[src/rtl/seq_sub_pkg.sv]
// Shared types and elaboration helpers for the sequential borrow-select subtractor.
package seq_sub_pkg;

    // Controller states: waiting for operands, walking slices, holding the result.
    typedef enum logic [1:0] {
        IDLE = 2'd0,
        RUN  = 2'd1,
        DONE = 2'd2
    } state_t;

    // Number of CHUNK-bit slices needed to cover WIDTH bits.
    function automatic int calc_nchunk(input int width, input int chunk);
        return width / chunk;
    endfunction

    // True when the slice width evenly tiles the operand width.
    function automatic bit chunk_ok(input int width, input int chunk);
        return (chunk > 0) && (width >= chunk) && ((width % chunk) == 0);
    endfunction

endpackage

[src/rtl/borrow_select_slice.sv]
// One CHUNK-bit subtract slice: both borrow-in outcomes are formed up front and
// the incoming borrow only has to steer a 2:1 mux.
module borrow_select_slice
    import seq_sub_pkg::*;
#(
    parameter int CHUNK = 4
) (
    input  logic [CHUNK-1:0] a_i,
    input  logic [CHUNK-1:0] b_i,
    input  logic             sel_borrow,
    output logic [CHUNK-1:0] d,
    output logic             borrow_out
);

    logic [CHUNK:0] d0_ext;
    logic [CHUNK:0] d1_ext;

    // Precompute the no-borrow and borrow variants, then pick one with the borrow.
    always_comb begin
        d0_ext = {1'b0, a_i} - {1'b0, b_i};
        d1_ext = {1'b0, a_i} - {1'b0, b_i} - {{CHUNK{1'b0}}, 1'b1};
        if (sel_borrow) begin
            d          = d1_ext[CHUNK-1:0];
            borrow_out = d1_ext[CHUNK];
        end else begin
            d          = d0_ext[CHUNK-1:0];
            borrow_out = d0_ext[CHUNK];
        end
    end

endmodule

[src/rtl/seq_borrow_select_subtractor.sv]
// Multi-cycle a - b - bin: one slice per cycle, LSB slice first, with a
// valid/ready handshake on each side so it can sit between pipeline registers.
module seq_borrow_select_subtractor
    import seq_sub_pkg::*;
#(
    parameter int WIDTH = 16,
    parameter int CHUNK = 4
) (
    input  logic             clk,
    input  logic             rst,
    input  logic             in_valid,
    output logic             in_ready,
    input  logic [WIDTH-1:0] a,
    input  logic [WIDTH-1:0] b,
    input  logic             bin,
    output logic             out_valid,
    input  logic             out_ready,
    output logic [WIDTH-1:0] diff,
    output logic             bout,
    output logic             zero,
    output logic             ovf
);

    localparam int NCHUNK = calc_nchunk(WIDTH, CHUNK);
    localparam int IDXW   = (NCHUNK > 1) ? $clog2(NCHUNK) : 1;
    localparam logic [IDXW-1:0] LAST_IDX = IDXW'(NCHUNK - 1);

    // Refuse to elaborate a slice width that does not tile the operand.
    if (!chunk_ok(WIDTH, CHUNK)) begin : g_param_check
        $error("seq_borrow_select_subtractor: WIDTH must be a positive multiple of CHUNK");
    end

    state_t            state;
    state_t            state_next;
    logic [IDXW-1:0]   idx;
    logic              borrow_q;
    logic [WIDTH-1:0]  a_q;
    logic [WIDTH-1:0]  b_q;
    logic [WIDTH-1:0]  diff_q;
    logic [WIDTH-1:0]  diff_next;
    logic              bout_q;
    logic              zero_q;
    logic              ovf_q;
    logic [CHUNK-1:0]  slice_a;
    logic [CHUNK-1:0]  slice_b;
    logic [CHUNK-1:0]  slice_d;
    logic              slice_bout;
    logic              accept;
    logic              last_slice;

    assign diff = diff_q;
    assign bout = bout_q;
    assign zero = zero_q;
    assign ovf  = ovf_q;

    assign accept     = in_valid && in_ready;
    assign last_slice = (idx == LAST_IDX);

    // Pick the operand slice addressed by the running index.
    always_comb begin
        slice_a = a_q[idx*CHUNK +: CHUNK];
        slice_b = b_q[idx*CHUNK +: CHUNK];
    end

    borrow_select_slice #(
        .CHUNK(CHUNK)
    ) u_slice (
        .a_i        (slice_a),
        .b_i        (slice_b),
        .sel_borrow (borrow_q),
        .d          (slice_d),
        .borrow_out (slice_bout)
    );

    // The full difference as it will look once this cycle's slice is stored;
    // the exit flags are taken from it so they see the final slice too.
    always_comb begin
        diff_next = diff_q;
        diff_next[idx*CHUNK +: CHUNK] = slice_d;
    end

    // State register.
    always_ff @(posedge clk) begin
        if (rst) begin
            state <= IDLE;
        end else begin
            state <= state_next;
        end
    end

    // Next-state and handshake outputs; in_ready depends only on state and reset.
    always_comb begin
        state_next = state;
        in_ready   = 1'b0;
        out_valid  = 1'b0;
        case (state)
            IDLE: begin
                in_ready = !rst;
                if (in_valid && !rst) begin
                    state_next = RUN;
                end
            end
            RUN: begin
                if (last_slice) begin
                    state_next = DONE;
                end
            end
            DONE: begin
                out_valid = 1'b1;
                if (out_ready) begin
                    state_next = IDLE;
                end
            end
            default: begin
                state_next = IDLE;
            end
        endcase
    end

    // Operand capture, slice walk, borrow chain and result flags.
    always_ff @(posedge clk) begin
        if (rst) begin
            idx      <= '0;
            borrow_q <= 1'b0;
            a_q      <= '0;
            b_q      <= '0;
            diff_q   <= '0;
            bout_q   <= 1'b0;
            zero_q   <= 1'b0;
            ovf_q    <= 1'b0;
        end else begin
            case (state)
                IDLE: begin
                    if (accept) begin
                        a_q      <= a;
                        b_q      <= b;
                        borrow_q <= bin;
                        idx      <= '0;
                    end
                end
                RUN: begin
                    diff_q   <= diff_next;
                    borrow_q <= slice_bout;
                    if (last_slice) begin
                        idx    <= '0;
                        bout_q <= slice_bout;
                        zero_q <= (diff_next == '0);
                        ovf_q  <= (a_q[WIDTH-1] != b_q[WIDTH-1]) &&
                                  (diff_next[WIDTH-1] != a_q[WIDTH-1]);
                    end else begin
                        idx <= idx + IDXW'(1);
                    end
                end
                default: begin
                end
            endcase
        end
    end

endmodule

[config.mk]
export PLATFORM = sky130hd
export DESIGN_NAME = seq_borrow_select_subtractor
export DESIGN_NICKNAME = d
export VERILOG_FILES = /design/src/rtl/seq_sub_pkg.sv /design/src/rtl/borrow_select_slice.sv /design/src/rtl/seq_borrow_select_subtractor.sv
export SDC_FILE = /design/constraint.sdc
export NUM_CORES = 1
export LEC_CHECK = 0
export ABC_CLOCK_PERIOD_IN_PS = 3000
export BUFFER_PORTS_ARGS = -buffer_cell sky130_fd_sc_hd__buf_4
export CAP_MARGIN = 15
export CORE_MARGIN = 10
export CORE_UTILIZATION = 34
export DETAILED_ROUTE_END_ITERATION = 16
export PLACE_DENSITY = 0.62
export SYNTH_ARGS = -nofsm -noshare
export SYNTH_HDL_FRONTEND = slang
export SYNTH_SLANG_ARGS = --single-unit
[constraint.sdc]
create_clock -name clk -period 3 [get_ports clk]
set_input_delay 0.15 -clock clk [delete_from_list [all_inputs] [get_ports clk]]
set_output_delay 0.15 -clock clk [all_outputs]
set_load 0.1 [all_outputs]
==> run_results.csv <==
group,metric,value,unit
setup_path,crit_arrival,3.02,ns
yosys,avgSynthCellArea,8.78,sq um
pwr,swShare,31.8,%
floorplanning,core,7810,sq um
finish,final_nets,419,
timing,fmax,0.355,GHz
pwr,switchingPower,0.646,mW
flow_run,cap_violations,0,
floorplanning,fp.dieH,110,um
clock_network,clk_latency,0.31,ns
yosys,synth_top_area_share,40.8,%
setup_path,path_class,"flip-flop to flip-flop",
timing,finalHoldViolCount,0,
setup_path,cp_max_fo,3,
yosys,synth_edf_count,0,
setup_path,required,3.20,ns
route,wirelength,6880,um
pwr,power.leakage,1.38,nW
clock_network,clk_path_buf_depth,2,
clock_network,cts_root_buffer,"clkbuf_8",
timing,period_needed,2.82,ns
finish,multi_input_area,1570,sq um
yosys,synthCells,313,
global_routing,grt_first_pass_wirelength,11600,um
pwr,internal_power,1.38,mW
yosys,synth_area_leader_cell,"dfxtp_1",
placed_design,numPortBuffers,57,
pwr,pwr-share-clk,25.5,%
clock_network,ctsHoldBuffers,0,
timing,drv_slew,0,
route,num_vias,2365,
finish,area_growth,27.3,%
yosys,synth-async-reset-ratio,0,%
floorplanning,initial_core_util,35.2,%
route,drt_pass1_iterations,4,
pwr,pwr-share-comb,33.9,%
floorplanning,io-pin-count,58,
clock_network,cts_tree,"built",
finish,fillers,777,
yosys,netlist_area,2750,sq um
setup_path,critPathMaxStageDelay,0.57,ns
timing,fin_crit_sh,94.0,%
timing,skew,0.00971,ns
global_routing,grt_max_degree,65,
floorplanning,die_area,12100,sq um
placed_design,dp_hpwl,5360,um
route,routed_via_density,5.00,
route,wl_per_cell,14.5,um
pwr,ir_worst_vdd,0.240,mV
yosys,synth_nets,362,
global_routing,grt_usage,11.9,%
clock_network,numCtsBuffers,5,
yosys,synthFlopType,"dfxtp_1",
global_routing,first_global_vias,2382,
setup_path,end_kind,"flip-flop",
global_routing,grt-ovfl-total,0,
route,drcViolationCount,0,
setup_path,critical_path_buf_inv_count,0,
yosys,synth_cell_type_count,46,
floorplanning,fp-row-count,32,
yosys,yosys.cell_count.top_type,"nand2_1",
yosys,ys_warn_count,0,
yosys,yosysSeqAreaShare,40.8,%
pwr,p_per_area,580,nW/um^2
finish,fin_util,44.8,%
setup_path,cp_cell_sequence,"mux4_2 > ha_1 > fa_2 > nand3_2 > nor2_4 > xnor2_4 > nand3b_1 > a311oi_2 > o311a_1",
yosys,synth_area_leaders,"dfxtp_1 41%, nand2_1 10%, mux4_2 6.6%, o21ai_0 6.4%, ha_1 5.0%",
placed_design,globalplace.congestion,0.829,
min_path,timing.hold.worst.class,"input pin to flip-flop",
floorplanning,die_w,110,um
clock_network,worst_setup_hold_path_clk_slew,0.10,ns
status,status,"finished clean",
timing,tightest_slew,0.649,ns
setup_path,crit_path_start_kind,"flip-flop",
yosys,synth_seq_cells,56,
setup_path,rrSetupSlack,0.18,ns
finish,layout-drive-gt1-share,27.2,%
setup_path,crit_family,"adder cells",
clock_network,clock_sinks,56,
yosys,yosys-top-cells-count,"73 x nand2_1, 56 x dfxtp_1, 35 x o21ai_0",
route,drt_iter0_markers,155,
timing,setup-violations-final,0,
finish,antenna_cells,0,
finish,regArea,1120,sq um
pwr,seqPwrFrac,40.6,%
timing,rsz0062_at_grt,"no",
setup_path,cpMaxStageDelayCell,"fa_2",
clock_network,htreeDepth,2,
global_routing,antenna_found_initial,0,
timing,fin_setup_tns,0,ns
timing,slew_headroom,56.7,%
route,ant_nets,0,
==> power groups by stage <==
stage	sequential, mW	combinational [mW]	clock [mW]
floorplan	0.875	0.405	0
global placement	0.842	0.590	0
detailed placement	0.840	0.602	0
CTS	0.823	0.604	0.525
global route	0.830	0.743	0.569
finish	0.823	0.689	0.517
==> stage by stage <==
stage,cell area (sq um),setup WS (ns),instances,total power [mW],hold slack (ns)
floorplan,2790,0.0145,313,1.28,0.258
global placement,3330,0.180,462,1.43,0.345
detailed placement,3330,0.0997,462,1.44,0.350
CTS,3450,0.0559,470,1.95,0.0270
global route,3500,0.0388,473,2.14,0.0194
finish,3500,0.179,473,2.03,0.0237
==> per-layer routing <==
layer	wire length, um	GRT usage (%)	up-vias
met4	131	4.09	0
met2	3130	18.7	62
li1	-	-	1206
met3	388	2.63	11
met5	0	0	-
met1	3230	15.6	1086
==> cells in the final DEF, fill, tap and decap left out, drive strengths merged, types with 3 or more instances in the layout <==
master / count
ha: 11
a21oi: 7
dfxtp: 56
o21ai: 36
inv: 9
nand2b: 4
nor4b: 3
buf: 68
nor4: 5
mux2i: 3
xnor2: 5
nand2: 74
o31ai: 4
nor2: 20
mux4: 8
nand3: 6
a22oi: 16
clkbuf: 6
nor2b: 4
==> worst min-delay path, stage by stage <==
cell     delay, ns
buf_4         0.08
nand2_1       0.03
o21ai_0       0.05
==> registers in the layout (all words and copies together) (netlist names) <==
register  flops
b_q          16
borrow_q      1
zero          1
a_q          16
ovf           1
diff         16
idx           2
state         2
bout          1
==> cells by family (layout without fill, tap and decap cells) <==
logic type      after synthesis  in the layout  synth area share (%)
compound gates               73             73                  16.4
fa+ha+maj                    12             12                  5.74
buf+inv                      28             86                  4.01
mux                          11             11                  7.65
flops                        56             56                  40.8
simple gates                128            128                  22.6
xor+xnor                      5              5                  2.82
==> timing repair <==
| item | CTS | global route |
|---|---|---|
| endpoints found under the setup margin | 0 | 2 |
| buffers inserted | 0 | 3 |
| resized for setup | 0 | 4 |
==> path summary, 6_finish.rpt <==
path,start,to,cells after the start
worst min-delay path,a[6],a_q[6]$_SDFFE_PP0P_,3
worst min register to register,b_q[11]$_SDFFE_PP0P_,b_q[11]$_SDFFE_PP0P_,2
worst max-delay path,idx[0]$_SDFFE_PP0P_,ovf$_SDFFE_PP0P_,9
worst max register to register,idx[0]$_SDFFE_PP0P_,ovf$_SDFFE_PP0P_,9
==> cell type report <==
| class | count | share of cell area, % |
|---|---|---|
| Inverter | 10 | 1.07 |
| Tap cell | 102 | 3.65 |
| Sequential cell | 56 | 32.1 |
| Clock buffer | 6 | 2.36 |
| Clock inverter | 2 | 1.11 |
| Timing Repair Buffer | 68 | 14.9 |
| Multi-Input combinational cell | 229 | 44.7 |
(Power assumes the default switching activity.)
